File: config.mk
export PLATFORM = sky130hd
export DESIGN_NAME = xc_malu_issue
export DESIGN_NICKNAME = d
export VERILOG_FILES = /design/src/rtl/xc_malu_issue.sv
export SDC_FILE = /design/constraint.sdc
export NUM_CORES = 1
export LEC_CHECK = 0
export ABC_AREA = 1
export CAP_MARGIN = 10
export CORE_MARGIN = 2
export CORE_UTILIZATION = 42
export CTS_CLUSTER_SIZE = 16
export DETAILED_ROUTE_END_ITERATION = 10
export PLACE_DENSITY = 0.91
export SETUP_SLACK_MARGIN = 0.1
export SYNTH_ARGS = -nofsm -noshare
export SYNTH_HDL_FRONTEND = slang
export SYNTH_SLANG_ARGS = --single-unit
export TNS_END_PERCENT = 1
File: constraint.sdc
create_clock -name clock -period 1.73 [get_ports clock]
set_input_delay 0.4325 -clock clock [delete_from_list [all_inputs] [get_ports clock]]
set_output_delay 0.4325 -clock clock [all_outputs]
set_load 0.005 [all_outputs]
File: src/rtl/xc_malu_issue.sv
// xc_malu_issue: issue and sequencing front-end for the multi-cycle
// arithmetic unit. It accepts one instruction at a time, drives the unit with
// registered operands and one-hot strobes, waits for the result (bounded by a
// watchdog), flushes the unit and returns the response to writeback.
module xc_malu_issue #(
  parameter int TIMEOUT = 96,
  parameter int CNT_W   = 7
) (
  input  logic         clock,
  input  logic         resetn,
  // execute-stage request
  input  logic         in_valid,
  output logic         in_ready,
  input  logic [3:0]   in_op,
  input  logic [2:0]   in_pw,
  input  logic [31:0]  in_rs1,
  input  logic [31:0]  in_rs2,
  input  logic [31:0]  in_rs3,
  input  logic [4:0]   in_tag,
  input  logic         kill,
  // arithmetic unit side
  output logic [31:0]  m_rs1,
  output logic [31:0]  m_rs2,
  output logic [31:0]  m_rs3,
  output logic [13:0]  m_uop,
  output logic [4:0]   m_pw,
  output logic         m_valid,
  output logic         m_flush,
  input  logic [63:0]  m_result,
  input  logic         m_ready,
  // writeback response
  output logic         out_valid,
  input  logic         out_ready,
  output logic [63:0]  out_result,
  output logic [4:0]   out_tag,
  output logic [1:0]   out_err
);

  typedef enum logic [1:0] {
    IDLE  = 2'd0,
    BUSY  = 2'd1,
    FLUSH = 2'd2,
    RESP  = 2'd3
  } state_t;

  localparam logic [CNT_W-1:0] CNT_LAST = CNT_W'(TIMEOUT - 1);

  localparam logic [1:0] ERR_OK      = 2'd0;
  localparam logic [1:0] ERR_ILLEGAL = 2'd1;
  localparam logic [1:0] ERR_TIMEOUT = 2'd2;

  state_t state;
  state_t state_nxt;

  logic [31:0]      rs1_q;
  logic [31:0]      rs2_q;
  logic [31:0]      rs3_q;
  logic [13:0]      uop_q;
  logic [4:0]       pw_q;
  logic [4:0]       tag_q;
  logic [63:0]      result_q;
  logic [1:0]       err_q;
  logic             out_valid_q;
  logic [CNT_W-1:0] cnt_q;

  logic op_legal;
  logic pw_legal;
  logic accept;
  logic accept_legal;
  logic accept_illegal;
  logic timeout_hit;
  logic leave_busy;
  logic resp_drop;

  // Opcodes 14-15 and pack widths 5-7 have no unit encoding.
  assign op_legal = (in_op <= 4'd13);
  assign pw_legal = (in_pw <= 3'd4);

  // A kill in IDLE suppresses the transfer even though in_ready stays high.
  assign accept         = (state == IDLE) && in_valid && !kill;
  assign accept_legal   = accept && op_legal && pw_legal;
  assign accept_illegal = accept && !(op_legal && pw_legal);

  assign timeout_hit = (cnt_q == CNT_LAST);
  assign leave_busy  = (state == BUSY) && (kill || m_ready || timeout_hit);

  // A pending response disappears on a kill or once writeback takes it.
  assign resp_drop = ((state == FLUSH) || (state == RESP)) && (kill || out_ready);

  // State register.
  always_ff @(posedge clock or negedge resetn) begin
    if (!resetn) begin
      state <= IDLE;
    end else begin
      state <= state_nxt;
    end
  end

  // Next-state logic; kill outranks m_ready, which outranks the watchdog.
  always_comb begin
    state_nxt = state;
    case (state)
      IDLE: begin
        if (accept_legal) begin
          state_nxt = BUSY;
        end else if (accept_illegal) begin
          state_nxt = RESP;
        end
      end
      BUSY: begin
        if (leave_busy) begin
          state_nxt = FLUSH;
        end
      end
      FLUSH: begin
        if (kill || !out_valid_q || out_ready) begin
          state_nxt = IDLE;
        end else begin
          state_nxt = RESP;
        end
      end
      RESP: begin
        if (kill || out_ready) begin
          state_nxt = IDLE;
        end
      end
      default: state_nxt = IDLE;
    endcase
  end

  // State-decoded handshake and unit control outputs.
  always_comb begin
    in_ready = 1'b0;
    m_valid  = 1'b0;
    m_flush  = 1'b0;
    case (state)
      IDLE:    in_ready = 1'b1;
      BUSY:    m_valid  = 1'b1;
      FLUSH:   m_flush  = 1'b1;
      default: ;
    endcase
  end

  // Operand, pack-width and tag capture; held untouched while the unit works.
  always_ff @(posedge clock or negedge resetn) begin
    if (!resetn) begin
      rs1_q <= '0;
      rs2_q <= '0;
      rs3_q <= '0;
      pw_q  <= '0;
      tag_q <= '0;
    end else begin
      if (accept) begin
        tag_q <= in_tag;
      end
      if (accept_legal) begin
        rs1_q <= in_rs1;
        rs2_q <= in_rs2;
        rs3_q <= in_rs3;
        pw_q  <= 5'(5'd1 << in_pw);
      end
    end
  end

  // One-hot uop strobes live only for the BUSY period and drop with the flush.
  always_ff @(posedge clock or negedge resetn) begin
    if (!resetn) begin
      uop_q <= '0;
    end else if (accept_legal) begin
      uop_q <= 14'(14'd1 << in_op);
    end else if (leave_busy) begin
      uop_q <= '0;
    end
  end

  // Watchdog counter: starts at zero on issue and counts every BUSY cycle.
  always_ff @(posedge clock or negedge resetn) begin
    if (!resetn) begin
      cnt_q <= '0;
    end else if (accept_legal) begin
      cnt_q <= '0;
    end else if (state == BUSY) begin
      cnt_q <= cnt_q + CNT_W'(1);
    end
  end

  // Response register: filled by illegal rejection, unit result or timeout.
  always_ff @(posedge clock or negedge resetn) begin
    if (!resetn) begin
      out_valid_q <= 1'b0;
      result_q    <= '0;
      err_q       <= ERR_OK;
    end else begin
      if (accept_illegal) begin
        out_valid_q <= 1'b1;
        result_q    <= '0;
        err_q       <= ERR_ILLEGAL;
      end else if ((state == BUSY) && !kill) begin
        if (m_ready) begin
          out_valid_q <= 1'b1;
          result_q    <= m_result;
          err_q       <= ERR_OK;
        end else if (timeout_hit) begin
          out_valid_q <= 1'b1;
          result_q    <= '0;
          err_q       <= ERR_TIMEOUT;
        end
      end else if (resp_drop) begin
        out_valid_q <= 1'b0;
      end
    end
  end

  assign m_rs1      = rs1_q;
  assign m_rs2      = rs2_q;
  assign m_rs3      = rs3_q;
  assign m_uop      = uop_q;
  assign m_pw       = pw_q;
  assign out_valid  = out_valid_q;
  assign out_result = result_q;
  assign out_tag    = tag_q;
  assign out_err    = err_q;

endmodule

Word level (Yosys, flattened, before mapping)

Index checks and enable logic that the tools add are counted.
Widths: inputs -> output; s select.

Register bits: 196
Input bits: 178
Output and inout bits: 190
Logic and storage cells: 77

Add/sub/neg operators: 1
$lt $le $gt $ge: 2
Equality and inequality tests: 8
Shift operators: 2
Mux-type cells: 26
Reductions and logical operators: 27

Operators with widths:

| kind                 | number |
|---|---|
| $mux 64              | 4 |
| $mux 14              | 2 |
| $mux 2               | 9 |
| $mux 7               | 2 |
| $shl 1x4->14 const A | 1 |
| $logic_and 1x1->1    | 9 |
| $mux 1               | 8 |
| $pmux 2 s4           | 1 |
| $add 7x1->7 const B  | 1 |
| $eq 7x7->1 const B   | 1 |
| $logic_or 1x1->1     | 6 |
| $reduce_bool 2->1    | 3 |
| $reduce_bool 3->1    | 2 |
| $shl 1x3->5 const A  | 1 |
| $eq 2x2->1 const B   | 2 |
| $le 4x4->1 const B   | 1 |
| $ne 4x4->1 const B   | 1 |
| $reduce_and 2->1     | 2 |
| $le 3x3->1 const B   | 1 |
| $logic_not 1->1      | 3 |
| $ne 3x3->1 const B   | 1 |
| $reduce_and 3->1     | 1 |
| $eq 2x1->1 const B   | 1 |
| $logic_not 2->1      | 1 |
| other kinds (2)      | 2 |

Depth between registers and ports, before layout

Gate-level depths: netlist of run 1.

Word-level depth: 7
Depth in mapped cells: 11
Depth with buffers taken out: 9

Worst setup path after synthesis of run 1

Ideal clock, no wire load.

Path kind: register to register
From: register cnt_q[0]
To: register result_q[33], in the netlist out_result[33]
Library setup time: 117 ps
Arrival time: 1375 ps
Required time: 1613 ps
Path slack: 238 ps
Cell stages (with the launch flop): 11
Buffers on the path: 2
Period minus slack after synthesis: 1492 ps
Path through: dfrtp_1 -> ha_1 -> nand2_1 -> nor2_1 -> nand3_1 -> nand3_1 -> nand2_2 -> buf_6 -> buf_6 -> nand2_1 -> nand2_1

Longest elaborated chain between the ends: 3

RTL lines:

| what                               | line | text |
|---|---|---|
| start: declaration                 | 64   | `logic [CNT_W-1:0] cnt_q;` |
| start signal: assignment           | 183  | `cnt_q <= cnt_q + CNT_W'(1);` |
| $eq 7x7->1                         | 84   | `assign timeout_hit = (cnt_q == CNT_LAST);` |
| $reduce_bool 3->1 (no source line) | -    |  |
| $reduce_and 2->1 (no source line)  | -    |  |
| end signal: assignment             | 201  | `result_q <= m_result;` |
| end: declaration                   | 61   | `logic [63:0] result_q;` |

Every way passes these cells.
A chain may end at the register's enable or synchronous reset.

Final worst setup path of run 1

From: register state[0]
To: output port in_ready

Longest elaborated chain between the ends: 2

RTL lines:

| what                     | line | text |
|---|---|---|
| start: declaration       | 52   | `state_t state;` |
| start signal: assignment | 95   | `state <= state_nxt;` |
| $logic_not 2->1          | 136  | `case (state)` |
| $mux 1                   | 136  |  |
| end: declaration         | 13   | `output logic in_ready,` |

Every way passes these cells.

==> summary.md, run 1 <==
| Metric | Value |
|---|---|
| Run status | finished clean |
| Startpoint class of the critical path | flip-flop |
| Fin util | 0.683 |
| Synth Net Count | 1074 |
| Ports | 368 |
| Worst Reg-to-Reg Cells | 10 |
| Filler cell count | 1432 |
| WP data required | 1300 ps |
| Initial Utilization | 0.426 |
| Global route overflow | 0 |
| Post-DP HPWL | 19000 µm |
| First-pass GRT wire length | 40000 µm |
| Via count | 7743 |
| IO Port Bufs | 367 |
| Setup WS pre-CTS | -397 ps |
| Number of global-route vias before repair | 7870 |
| Maximum clock rate | 605 MHz |
| Drt drc | 0 |
| Reg2reg end | m_rs2[27]$_DFFE_PN0P_ |
| Routed WL | 25500 µm |
| Netlist Area Pre-Place | 7950 µm² |
| CTS H-tree depth | 4 |
| DR iter-0 viols | 414 |
| Wirelength per Cell | 16.6 µm |
| Ratio of cells with drive above 1 in the final layout | 0.0914 |
| Pint | 0.0118 W |
| Largest net degree at the start of global routing | 66 |
| Slew margin rel. | 0.792 |
| PnR worst setup slack | 78.3 ps |
| Leak Pwr | 6.89 nW |
| Tot GR Track Use | 0.253 |
| Peak VDD IR | 0.787 mV |
| Post-DRT Antenna Nets | 0 |
| Crit end category | output port |
| Power per cell area | 1400 nW/µm² |
| Die area | 20000 µm² |
| # clock sinks | 196 |
| Max cap viols | 0 |
| Switching Fraction | 0.337 |
| Data arrival, critical path | 1220 ps |
| Combinational power share | 0.368 |
| Mean post-synth cell area | 8.88 µm² |
| Clock latency on the worst-skew pair | 420 ps |
| Dpl cells | 1500 |
| Tightest Pin Transition | 311 ps |
| Tightest Hold Check Type | input pin to asynchronous set/reset pin |
| Min cycle time layout | 1650 ps |
| Final setup viols | 0 |
| Die W | 142 µm |
| Core area | 18600 µm² |
| Commonest non-fill, non-tap cells in the layout | 473 x nand2_1, 195 x dfrtp_1, 187 x dlygate4sd2_1, 175 x clkdlybuf4s50_1, 66 x nand4_1 |
| Reg2reg start | state[1]$_DFFE_PN0P_ |
| Clk network pwr share | 0.220 |
| DIE HEIGHT | 142 µm |
| Total Neg Setup Slack | 0 ps |
| Root buffer cell | clkbuf_16 |
| Final period util | 0.955 |
| Max Slew Vio Count | 0 |
| Clock Tree Buf Depth | 2 |
| Gate Count Post-Synth | 895 |
| Initial antenna violation count | 0 |
| CTS clk-pin slew, worst paths | 70 ps |
| 1st-pass router iterations | 6 |
| Sequential fraction of the synthesis area | 0.617 |
| Worst Setup Path Type | flip-flop to output port |
| N_diodes | 0 |
| Area Growth Syn to Fin | 60.3% |
| CTS tree | yes |
| RD Place Congestion | 0.886 |
| Setup slack, reg-to-reg | 140 ps |
| Num CTS Buffers | 17 |
| Most common cell after layout, fill and taps aside | nand2_1 |
| Fin cells | 1536 |
| Vias/cell | 5.04 |
| Clk_skew | 13.2 ps |
| Crit Path Max Fanout | 4 |
| NetSw | 0.00600 W |
| Final hold violations | 0 |
| Register bit count reported by yosys | 196 |
| RSZ-0062 raised after global routing | yes |
| Sequential share of power | 0.412 |
| Multi-input gate area | 2720 µm² |
| Reg area | 4910 µm² |
| Synth unique cells | 26 |
| Rows | 50 |
| Final #Nets | 1468 |
| Synth warnings | 0 |
==> synthesized netlist by cell type <==
cell type,instances,share of area
inv_1,13,0.0061
nand3b_1,1,0.00094
nand3_2,1,0.0013
dfrtp_1,196,0.62
buf_4,7,0.0066
nand3_1,25,0.016
nor2_1,19,0.0090
buf_1,3,0.0014
o31ai_1,1,0.00094
o21ai_1,15,0.0094
nor2_8,2,0.0050
inv_2,5,0.0024
a21oi_1,5,0.0031
o21ai_0,8,0.0050
nand2_2,5,0.0039
xnor2_1,1,0.0011
nand2_1,474,0.22
nor2_2,1,0.00079
ha_1,1,0.0016
a31oi_1,1,0.00079
buf_6,5,0.0071
clkbuf_1,10,0.0047
nand4_1,66,0.052
nor2_4,1,0.0014
buf_2,28,0.018
o211ai_1,1,0.00094
==> repair_timing <==
item | 4_1_cts | 5_1_grt
pin swaps | 3 | 1
hold endpoints to repair | 20 | 0
gates resized for setup | 209 | 10
setup buffers | 0 | 3
setup endpoints to repair | 267 | 156
hold buffers | 1 | 0
==> power groups by stage <==
| stage | clock network [W] | registers, W | logic (W) |
|---|---|---|---|
| 3_3_place_gp | 0 | 0.00735 | 0.00735 |
| 3_5_place_dp | 0 | 0.00741 | 0.00765 |
| 6_report | 0.00392 | 0.00733 | 0.00656 |
| 4_1_cts | 0.00399 | 0.00731 | 0.00652 |
| 2_1_floorplan | 0 | 0.00748 | 0.00233 |
| 5_1_grt | 0.00419 | 0.00753 | 0.00720 |
==> worst max-delay path by stage <==
stage / startpoint / end / slack (ps) / depth (start not counted)
global route: state[1]$_DFFE_PN0P_ / m_flush / 40 / 4
finish: state[0]$_DFFE_PN0P_ / in_ready / 80 / 2
global placement: in_pw[0] / m_rs3[16]$_DFFE_PN0P_ / -340 / 9
CTS: state[1]$_DFFE_PN0P_ / m_flush / 50 / 4
floorplan: cnt_q[0]$_DFFE_PN0P_ / out_result[33]$_DFFE_PN0P_ / 240 / 10
detailed placement: in_pw[0] / out_result[25]$_DFFE_PN0P_ / -400 / 10
==> state kept, by name (all words and copies together), names as in the netlist <==
signal	cells
m_rs3	32
m_rs1	32
cnt_q	7
out_result	64
m_uop	14
out_valid	1
out_tag	5
m_rs2	32
out_err	2
state	2
m_pw	5
==> stage by stage <==
step	total power, W	cell area [µm²]	hold slack [ps]
5_1_grt	0.0189	12700	471
3_3_place_gp	0.0147	12300	339
6_report	0.0178	12700	460
2_1_floorplan	0.00981	7950	137
3_5_place_dp	0.0151	12300	339
4_1_cts	0.0178	12700	446
==> worst max-delay path, stage by stage, from the launching register on <==
cell	delay, ps
dfrtp_2	460
nor2_2	180
buf_2	160
==> cell families after synthesis <==
family,share of synthesized area
adder cells (fa/ha/maj),0.00157
XOR/XNOR,0.00110
flip-flops,0.617
AO/OA/AOI/OAI,0.0203
buffers and inverters,0.0460
AND/OR/NAND/NOR,0.314
==> metal layers <==
metal,vias up,routed length (µm),global-route usage
li1,3653,-,-
met1,3686,9720,0.297
met2,331,13000,0.439
met3,73,1780,0.0611
met4,0,1050,0.115
met5,-,0,0
==> cell type report <==
cell class,instances,area share
Clock buffer,19,0.0348
Clock inverter,13,0.0112
Inverter,18,0.00570
Multi-Input combinational cell,628,0.214
Sequential cell,196,0.385
Tap cell,234,0.0230
Timing Repair Buffer,428,0.327
No activity file was read; power rests on OpenSTA's default activity.
==> run 2, diff against run 1 <==
Settings changed: TNS_END_PERCENT 1 to 100.
==> run 2 against run 1 <==
Clock power about the same. Wire length rose by 9.9%. Setup slack worse by 40 ps. Utilization up 3.3 points. Sequential share of layout area decreased by 1.8 points. Count of clock-buffer cells in the layout unchanged. Register-to-register slack got worse by 90 ps. Non-clock buffer count increased by 43. Final area grew 4.8%. Worst hold slack improved by 1.9 ps. Clock skew about the same. Largest power group is now combinational cells.
==> summary.md, run 2 (same netlist as run 1, synthesis figures left out) <==
| Metric | Value |
|---|---|
| Dpl cells | 1500 |
| Initial Utilization | 0.426 |
| WP data required | 2050 ps |
| Slew margin rel. | 0.782 |
| Tightest Hold Check Type | input pin to asynchronous set/reset pin |
| Area Growth Syn to Fin | 68.1% |
| Startpoint class of the critical path | input pin |
| Global route overflow | 0 |
| # clock sinks | 196 |
| Power per cell area | 1430 nW/µm² |
| Total Neg Setup Slack | 0 ps |
| Min cycle time layout | 1690 ps |
| Number of global-route vias before repair | 8092 |
| Leak Pwr | 7.21 nW |
| Most common cell after layout, fill and taps aside | nand2_1 |
| Post-DP HPWL | 19000 µm |
| Crit end category | flip-flop |
| Max FFs per register | 64 |
| Crit. Startpoint | in_pw[1] |
| Drt drc | 0 |
| Peak VDD IR | 0.793 mV |
| Root buffer cell | clkbuf_16 |
| Clock latency on the worst-skew pair | 430 ps |
| Rows | 50 |
| Reg2reg start | state[1]$_DFFE_PN0P_ |
| DR iter-0 viols | 425 |
| Wirelength per Cell | 17.8 µm |
| Clock Tree Buf Depth | 2 |
| Commonest non-fill, non-tap cells in the layout | 445 x nand2_1, 195 x dfrtp_1, 187 x dlygate4sd2_1, 175 x clkdlybuf4s50_1, 71 x buf_4 |
| Tightest Pin Transition | 327 ps |
| Core area | 18600 µm² |
| IO Port Bufs | 367 |
| Initial antenna violation count | 0 |
| Data arrival, critical path | 2010 ps |
| Final setup viols | 0 |
| Fin util | 0.716 |
| Clk_skew | 13.5 ps |
| RD Place Congestion | 0.886 |
| Final #Nets | 1512 |
| CTS clk-pin slew, worst paths | 80 ps |
| Final hold violations | 0 |
| Tot GR Track Use | 0.259 |
| Die area | 20000 µm² |
| Fin cells | 1580 |
| First-pass GRT wire length | 41000 µm |
| Max Slew Vio Count | 0 |
| Maximum clock rate | 591 MHz |
| 1st-pass router iterations | 5 |
| PnR worst setup slack | 38.5 ps |
| Run status | finished clean |
| Via count | 8147 |
| Routed WL | 28100 µm |
| Final period util | 0.978 |
| RSZ-0062 raised after global routing | yes |
| Ratio of cells with drive above 1 in the final layout | 0.144 |
| Worst Setup Path Type | input pin to flip-flop |
| Vias/cell | 5.16 |
| Max cap viols | 0 |
| Filler cell count | 1316 |
| Crit Path Max Fanout | 6 |
| Fin Hold WS | 462 ps |
| Die W | 142 µm |
| Setup WS pre-CTS | -397 ps |
| CTS H-tree depth | 4 |
| CTS tree | yes |
| Post-DRT Antenna Nets | 0 |
| DIE HEIGHT | 142 µm |
| Largest net degree at the start of global routing | 66 |
| Ports | 368 |
| N_diodes | 0 |
| Num CTS Buffers | 17 |
-- run 2: changes by cell type in the layout (fill, tap and decap cells not counted), sizes merged --
cell    before  now
buf         64  102
clkbuf      20   25
nand2      479  480
-- run 2: final timing paths --
check                                        endpoint  slack, ps  cells past startpoint
max in group asynchronous       m_rs1[21]$_DFFE_PN0P_        700                      3
hold / removal                 out_err[0]$_DFFE_PN0P_        460                      2
setup / recovery           out_result[49]$_DFFE_PN0P_         40                     10
min in group clock          out_result[1]$_DFFE_PN0P_        470                      2
setup reg to reg           out_result[49]$_DFFE_PN0P_         50                     11
hold reg to reg             out_result[1]$_DFFE_PN0P_        470                      2
-- run 2: through the flow --
| stage | power [W] | instance area (µm²) |
|---|---|---|
| 6_report | 0.0190 | 13400 |
| 5_1_grt | 0.0201 | 13400 |
| 4_1_cts | 0.0182 | 12900 |
| 3_5_place_dp | 0.0151 | 12300 |
| 3_3_place_gp | 0.0147 | 12300 |
| 2_1_floorplan | 0.00981 | 7950 |
-- run 2: repair_timing --
| item | CTS | global route |
|---|---|---|
| gates resized for setup | 208 | 60 |
| pin swaps | 1 | 2 |
| setup endpoints to repair | 267 | 170 |
| buffers inserted | 32 | 8 |
| hold buffers | 1 | 0 |
| cloned | 0 | 7 |
| hold endpoints to repair | 20 | 0 |
-- run 2: area by class of cell --
class | count | area, µm² | share of cell area
Clock inverter | 13 | 143 | 0.0107
Timing Repair Buffer | 471 | 4600 | 0.345
Inverter | 18 | 75.1 | 0.00562
Multi-Input combinational cell | 629 | 2900 | 0.217
Clock buffer | 19 | 443 | 0.0332
Sequential cell | 196 | 4910 | 0.367
Tap cell | 234 | 293 | 0.0219
-- run 2: worst max-delay path, stage by stage --
cell             delay (ps)
clkdlybuf4s50_1         510
o21ai_2                  80
buf_4                   160
nand2_2                 120
nand2_2                 120
nand2_4                 150
nand2_8                 120
buf_6                   160
nand2_1                 100
nand2_1                  70
-- run 2: power breakdown --
part	internal, W	leakage (nW)	switching, W
logic	0.00411	4.39	0.00359
registers	0.00633	2.53	0.00105
clock network	0.00208	0.285	0.00187
total	0.0125	7.21	0.00652
-- run 2: metal layers --
| metal | vias to the layer above | global-route usage | share of wire |
|---|---|---|---|
| li1 | 3737 | - | - |
| met1 | 3930 | 0.299 | 0.37 |
| met2 | 401 | 0.455 | 0.51 |
| met3 | 79 | 0.0634 | 0.073 |
| met4 | 0 | 0.118 | 0.041 |
| met5 | - | 0 | 0 |
==> run 3, diff against run 2 <==
Settings changed: GPL_ROUTABILITY_DRIVEN from default to 0.
==> results of run 3 <==
Same layout as run 2: the final DEF is identical, and so are final timing and power.
